--- src/rtl/fifo8x9_ctrl.sv ---
// Write-port arbiter, read gate and occupancy tracker in front of the 8x9 FIFO storage.
// Two requesters share the write port round-robin; one reader; flush clears both pointers.
module fifo8x9_ctrl #(
  parameter int unsigned DEPTH = 8,
  parameter int unsigned DW    = 9,
  parameter int unsigned CW    = 4
) (
  input  logic          clk,
  input  logic          rst,
  input  logic          wr_req0,
  input  logic [DW-1:0] wr_data0,
  input  logic          wr_req1,
  input  logic [DW-1:0] wr_data1,
  output logic          wr_gnt0,
  output logic          wr_gnt1,
  input  logic          rd_req,
  output logic          rd_gnt,
  output logic          rd_valid,
  input  logic          flush,
  output logic          wren,
  output logic          rden,
  output logic [DW-1:0] fifo_din,
  output logic          WrPtrClr,
  output logic          RdPtrClr,
  output logic [CW-1:0] count,
  output logic          full,
  output logic          empty
);

  typedef enum logic [1:0] {StInit, StRun, StFlush} state_e;

  localparam logic [CW-1:0] DepthC = CW'(DEPTH);

  state_e        state_q, state_d;
  logic [CW-1:0] count_q, count_d;
  logic          prio_q, prio_d;
  logic          rd_valid_q;
  logic          run_ok, wr_ok;

  // Grants are zero-latency; reset suppresses them even if the state is still RUN.
  always_comb begin
    run_ok   = !rst && (state_q == StRun) && !flush;
    wr_ok    = run_ok && (count_q < DepthC);
    wr_gnt0  = wr_ok && wr_req0 && (!wr_req1 || !prio_q);
    wr_gnt1  = wr_ok && wr_req1 && (!wr_req0 || prio_q);
    rd_gnt   = run_ok && rd_req && (count_q != '0);
    wren     = wr_gnt0 | wr_gnt1;
    rden     = rd_gnt;
    fifo_din = '0;
    if (wr_gnt0) begin
      fifo_din = wr_data0;
    end else if (wr_gnt1) begin
      fifo_din = wr_data1;
    end
    WrPtrClr = (state_q != StRun);
    RdPtrClr = (state_q != StRun);
    count    = count_q;
    full     = !rst && (count_q == DepthC);
    empty    = rst || (count_q == '0);
    rd_valid = rd_valid_q;
  end

  always_comb begin
    state_d = state_q;
    count_d = count_q;
    prio_d  = prio_q;
    unique case (state_q)
      StInit, StFlush: begin
        state_d = StRun;
        count_d = '0;
      end
      StRun: begin
        // Count drops at the flush edge so the FLUSH cycle already reports empty.
        if (flush) begin
          state_d = StFlush;
          count_d = '0;
        end else if (wren && !rden) begin
          count_d = count_q + CW'(1);
        end else if (rden && !wren) begin
          count_d = count_q - CW'(1);
        end
      end
      default: state_d = StInit;
    endcase
    // Winner loses priority to the other side.
    if (wren) begin
      prio_d = wr_gnt0;
    end
  end

  always_ff @(posedge clk) begin
    if (rst) begin
      state_q    <= StInit;
      count_q    <= '0;
      prio_q     <= 1'b0;
      rd_valid_q <= 1'b0;
    end else begin
      state_q    <= state_d;
      count_q    <= count_d;
      prio_q     <= prio_d;
      rd_valid_q <= rd_gnt;
    end
  end

endmodule

--- config.mk ---
export PLATFORM = sky130hd
export DESIGN_NAME = fifo8x9_ctrl
export DESIGN_NICKNAME = d
export VERILOG_FILES = /design/src/rtl/fifo8x9_ctrl.sv
export SDC_FILE = /design/constraint.sdc
export NUM_CORES = 1
export LEC_CHECK = 0
export CORE_MARGIN = 10
export CORE_UTILIZATION = 23
export DETAILED_ROUTE_END_ITERATION = 7
export PLACE_DENSITY = 0.65
export SETUP_SLACK_MARGIN = 0.2
export SKIP_LAST_GASP = 1
export SLEW_MARGIN = 0
export SYNTH_ARGS = -nofsm -noshare
export SYNTH_HDL_FRONTEND = slang
export SYNTH_SLANG_ARGS = --single-unit
--- constraint.sdc ---
create_clock -name clk -period 3.1 [get_ports clk]
set_clock_uncertainty 0.15 [all_clocks]
set_input_delay 0.31 -clock clk [delete_from_list [all_inputs] [get_ports clk]]
set_output_delay 0.31 -clock clk [all_outputs]
set_load 0.05 [all_outputs]
# --- Yosys cells after proc, flatten, opt, wreduce, memory -nomap -nowiden ---
# Cells that the tools add are included.
totals:
  register_bits: 8
  out_inout_bits: 23
  wordCells: 50
op_classes:
  addsub: 2
  magnitude_cmp: 1
  eq_ne: 6
  n_mux: 8
  bitwise_logic: 1
  n_reduce_logical: 28
op_table:
  columns: ["operator", "n"]
  rows:
  - ["9-bit 2-to-1 mux", 2]
  - ["1-bit logical AND", 12]
  - ["4-bit 2-to-1 mux", 3]
  - ["4-bit case mux with 2 select lines", 1]
  - ["1-bit logical NOT", 7]
  - ["4-bit by 1-bit adder with 4-bit output (second input constant)", 1]
  - ["4-bit == test (second input constant)", 1]
  - ["4-bit logical NOT", 1]
  - ["4-bit less-than comparator (second input constant)", 1]
  - ["4-bit by 2-bit inequality test with 1-bit output (second input constant)", 1]
  - ["2-bit case mux with 2 select lines", 1]
  - ["4-bit nonzero test", 1]
  - ["4-bit by 1-bit subtractor with 4-bit output (second input constant)", 1]
  - ["1-bit logical OR", 3]
  - ["2-bit by 1-bit == test with 1-bit output (second input constant)", 1]
  - ["2-bit == test (second input constant)", 1]
  - ["2-bit logical NOT", 1]
  - ["2-bit 2-to-1 mux", 1]
  - ["2-bit by 1-bit inequality test with 1-bit output (second input constant)", 1]
  - ["2-bit inequality test (second input constant)", 1]
  - ["2-bit AND reduction", 1]
  - ["2-bit nonzero test", 1]
  - ["2-bit OR reduction", 1]
  - ["1-bit bitwise OR", 1]

# --- Logic depth before layout (Yosys ltp) ---
depth:
  depth_word: 13
  depth_mapped: 12

# --- Worst setup path before layout ---
# No wires, ideal clock.
synth_path:
  path_kind: "register to register"
  start: "register count_q[3], in the netlist count[3]"
  end: "register count_q[3], in the netlist count[3]"
  setup_ns: 0.134
  arrival_ns: 3.347
  t_required_ns: 2.816
  slack_ns: -0.531
  stages_incl_launch_ff: 12
  period_less_slack_ns: 3.631
  cell_sequence: "dfxtp_1 > nor2_1 > nand3_1 > clkbuf_1 > nor2_1 > ha_1 > inv_1 > ha_1 > a21oi_1 > nand2_1 > nor3b_1 > or4_1"
synth_between:
  elab_chain_len: 9
  elab_cells_between_ends: 21
  classes_between: "2 x add/sub; 1 x order compare; 1 x eq/ne; 4 x mux; 1 x bitwise; 12 x reduce/logical"
synth_lines:
  columns: ["element", "line_no", "source"]
  rows:
  - ["start: declaration", "35", "logic [CW-1:0] count_q, count_d;"]
  - ["start signal: assignment", "99", "count_q <= count_d;"]
  - ["4-bit less-than comparator (*)", "43", "wr_ok = run_ok && (count_q < DepthC);"]
  - ["1-bit logical AND (*)", "43", null]
  - ["1-bit logical AND, on equally long branches (2 in series)", "44, 45", null]
  - ["1-bit bitwise OR (*)", "47", "wren = wr_gnt0 | wr_gnt1;"]
  - ["via wren", "20", "output logic wren,"]
  - ["1-bit logical AND or 1-bit logical NOT (tied branches)", "77, 79", null]
  - ["4-bit 2-to-1 mux or 1-bit logical AND (tied branches)", "77, 79", null]
  - ["4-bit 2-to-1 mux or 4-bit by 2-bit inequality test with 1-bit output (tied branches)", null, null]
  - ["4-bit case mux with 2 select lines or 2-bit AND reduction (tied branches)", null, null]
# Mark *: on every way through the listed nets, which the timed path passes. The rest lies on a longest branch. The select of a mux whose other input is x is not followed.
# A chain may end at the register's enable or synchronous reset.

# --- Worst setup path in the final report ---
layout_path:
  start: "register state_q[0]"
  end: "register count_q[3], in the netlist count[3]"
layout_between:
  elab_chain_len: 11
  elab_cells_between_ends: 24
  classes_between: "3 x eq/ne; 3 x mux; 1 x bitwise; 17 x reduce/logical"
layout_lines:
  columns: ["element", "line_no", "source"]
  rows:
  - ["start: declaration", "34", "state_e state_q, state_d;"]
  - ["start signal: assignment", "93", "state_q <= StInit;"]
  - ["start signal: assignment", "98", "state_q <= state_d;"]
  - ["2-bit by 1-bit == test with 1-bit output", "42, 67", null]
  - ["1-bit logical AND (2 in series)", "42", "run_ok = !rst && (state_q == StRun) && !flush;"]
  - ["1-bit logical AND", "43", null]
  - ["1-bit logical AND, on equally long branches (2 in series)", "44, 45", null]
  - ["1-bit bitwise OR", "47", null]
  - ["1-bit logical AND or 1-bit logical NOT (tied branches)", "77, 79", null]
  - ["4-bit 2-to-1 mux or 1-bit logical AND (tied branches)", "77, 79", null]
  - ["4-bit 2-to-1 mux or 4-bit by 2-bit inequality test with 1-bit output (tied branches)", null, null]
  - ["4-bit case mux with 2 select lines or 2-bit AND reduction (tied branches)", null, null]
# Parallel ways exist; a longest one is shown, timed or not.

==> reports/results.ini <==
[die]
rows = 20
ios = 47
initial_core_util_pct = 23.9
dieArea_mm2 = 0.00579
die_w_um = 76.1
fp.coreArea_mm2 = 0.00303
die_height_um = 76.1

[final_layout]
syn2layout_area_growth_pct = 93.9
stdcell_area_mm2 = 0.00140
mostFrequentLayoutCells = clkdlybuf4s50_1 (34), nor2_1 (18), buf_4 (12), and2_1 (10), mux2i_1 (9)
instances_no_fill = 191
fill_cells = 298
layout-drive-gt1-share_pct = 26.5
diodes = 0
layout.cells.most_common = clkdlybuf4s50_1
finalNetCount = 177

[logic_synthesis]
ys_ff_latch = 8
syn-num-nets = 125
syn-mean-instance-area_um2 = 7.46
syn_inst = 97
synth_async_sr_flop_share_pct = 0
synth_cell_types = 31
yosys_warnings = 0
synth_ff_type = dfxtp_1
synth_edf_count = 0
yosysTopAreaCell = dfxtp_1
ys_seq_area_share_pct = 22.1
synth_top_area_share_pct = 22.1
syn_area_um2 = 723
synth.area.top_cells = dfxtp_1 (22%), mux2i_1 (12%), nor2_1 (11%)

[critical_path]
crit_required_ns = 3.09
r2r_cells = 11
worstPathArrival_ns = 2.74
crit_fanout = 6
end_kind = flop
start_kind = flop
path_class = flop to flop

[power]
p_per_area_mw_per_mm2 = 224
p_switching_w = 0.0000996
power_w = 0.000314
p_comb_share_pct = 38.0
switching_share_pct = 31.8
irDropWorstVdd_mv = 0.103
clockPowerShare_pct = 27.6
p_int_w = 0.000214
leakage_nw = 0.587
seqPwrFrac_pct = 34.5

[sta]
rsz0062_at_grt = false
worst_pin_slew_ns = 0.508
hold_violations = 0
tns_ns = 0
period_share_pct = 88.6
relSlewSlack_pct = 66.0
fmax_ghz = 0.364
min_period_ns = 2.75
final_max_slew_viol_count = 0
setup_viol_count_final = 0

[route]
drc = 0
routed_wl_um = 2710
via_per_inst = 4.38
num_vias = 837
ant_nets = 0
wl_per_cell_um = 14.2
drt_pass1_iterations = 3
initialDrtViolationCount = 9

[global_route]
grt_use_total_pct = 9.02
grt_start_max_net_pins = 13
grt_first_pass_wirelength_um = 4340
antenna_found_initial = 0
first_global_vias = 864
grt_overflow_total = 0

[min_path]
hold_path_class = flop to flop
holdPathStages = 1

[flow_run]
maxCapViolations = 0

[placed_design]
port_buffers = 46
placed_cells = 188
gp_congestion = 0.782
dp_hpwl_um = 2300
place_area_mm2 = 0.00137

[clocking]
cts_tree = yes
htree_levels = 1
cts-root-buf = clkbuf_4
clkLatencyLatePin_ns = 0.27
cts_num_sinks = 8
path_clk_slew_ns = 0.07
cts_made_buffers = 3
clk_path_buf_depth = 2
holdBufCountCts = 0

[outcome]
status = finished, final reports clean

[Yosys cell counts, types with 2 or more instances]
cell type  instances
buf_4              2
a21oi_1            7
buf_2              2
nand2_1            2
nand3_1            2
mux2i_1            9
nor4_1             2
and2_1            10
and4bb_2           2
inv_1              6
clkbuf_1           3
ha_1               3
dfxtp_1            8
and3_1             2
nor2_1            21
[final cells by class]
cell class | instances | area (um2) | share of cell area [%]
Inverter | 6 | 22.5 | 1.61
Clock buffer | 3 | 22.5 | 1.61
Tap cell | 44 | 55.1 | 3.93
Timing Repair Buffer | 54 | 591 | 42.1
Sequential cell | 8 | 166 | 11.9
Multi-Input combinational cell | 76 | 546 | 38.9
[worst max-delay path, stage by stage, from the launching register on]
cell	delay [ns]
dfxtp_2	0.37
or2b_4	0.29
nor2_2	0.11
and4bb_4	0.27
inv_2	0.05
ha_4	0.15
inv_1	0.09
ha_1	0.28
a21oi_2	0.16
nand2_1	0.08
nor3b_1	0.13
or4_1	0.49
[path summary, 6_finish.rpt]
kind	from	slack [ns]	endpoint
setup / recovery	state_q[0]$_SDFFE_PP0N_	0.35	count[3]$_SDFFE_PP0P_
setup reg to reg	state_q[0]$_SDFFE_PP0N_	0.35	count[3]$_SDFFE_PP0P_
hold / removal	state_q[0]$_SDFFE_PP0N_	0.32	state_q[0]$_SDFFE_PP0N_
hold reg to reg	state_q[0]$_SDFFE_PP0N_	0.32	state_q[0]$_SDFFE_PP0N_
[cell families after synthesis]
family / count (synthesis) / share of synthesized area (%)
AOI/OAI and AO/OA: 11 / 9.00
xor gates and xnor gates: 1 / 1.21
adders and majority gates: 4 / 7.96
buffers and inverters: 13 / 8.13
DFF: 8 / 22.1
muxes: 9 / 12.5
and+or+nand+nor: 51 / 39.1
[power groups by stage]
stage	Clock [W]	Sequential, W	Combinational, W
finish	0.0000864	0.000108	0.000119
detailed placement	0	0.000110	0.000119
global route	0.0000945	0.000108	0.000127
floorplan	0	0.000111	0.0000609
global placement	0	0.000110	0.000118
CTS	0.0000910	0.000108	0.000120
[state kept, by name, indices dropped and copies added, names as in the netlist]
register,flops
rd_valid,1
count,4
prio_q,1
state_q,2
[layer usage]
| metal | part of all wire (%) | global-route usage, % | up-vias |
|---|---|---|---|
| met3 | 1.5 | 0.708 | 4 |
| met2 | 58 | 18.0 | 12 |
| met4 | 1.5 | 4.46 | 0 |
| li1 | - | - | 428 |
| met5 | 0 | 0 | - |
| met1 | 39 | 8.96 | 393 |
[metrics by stage]
step	hold WS, ns	utilization, %	setup slack (ns)
6_report	0.321	46.3	0.354
2_1_floorplan	0.276	-	0.204
3_3_place_gp	0.312	45.3	0.197
5_1_grt	0.355	46.3	0.202
4_1_cts	0.348	46.1	0.288
3_5_place_dp	0.335	45.3	0.122
[timing repair]
item                       4_1_cts  5_1_grt
resized for setup                0        2
setup endpoints to repair        0        1
buffers inserted                 0        0
(Power assumes the default switching activity.)
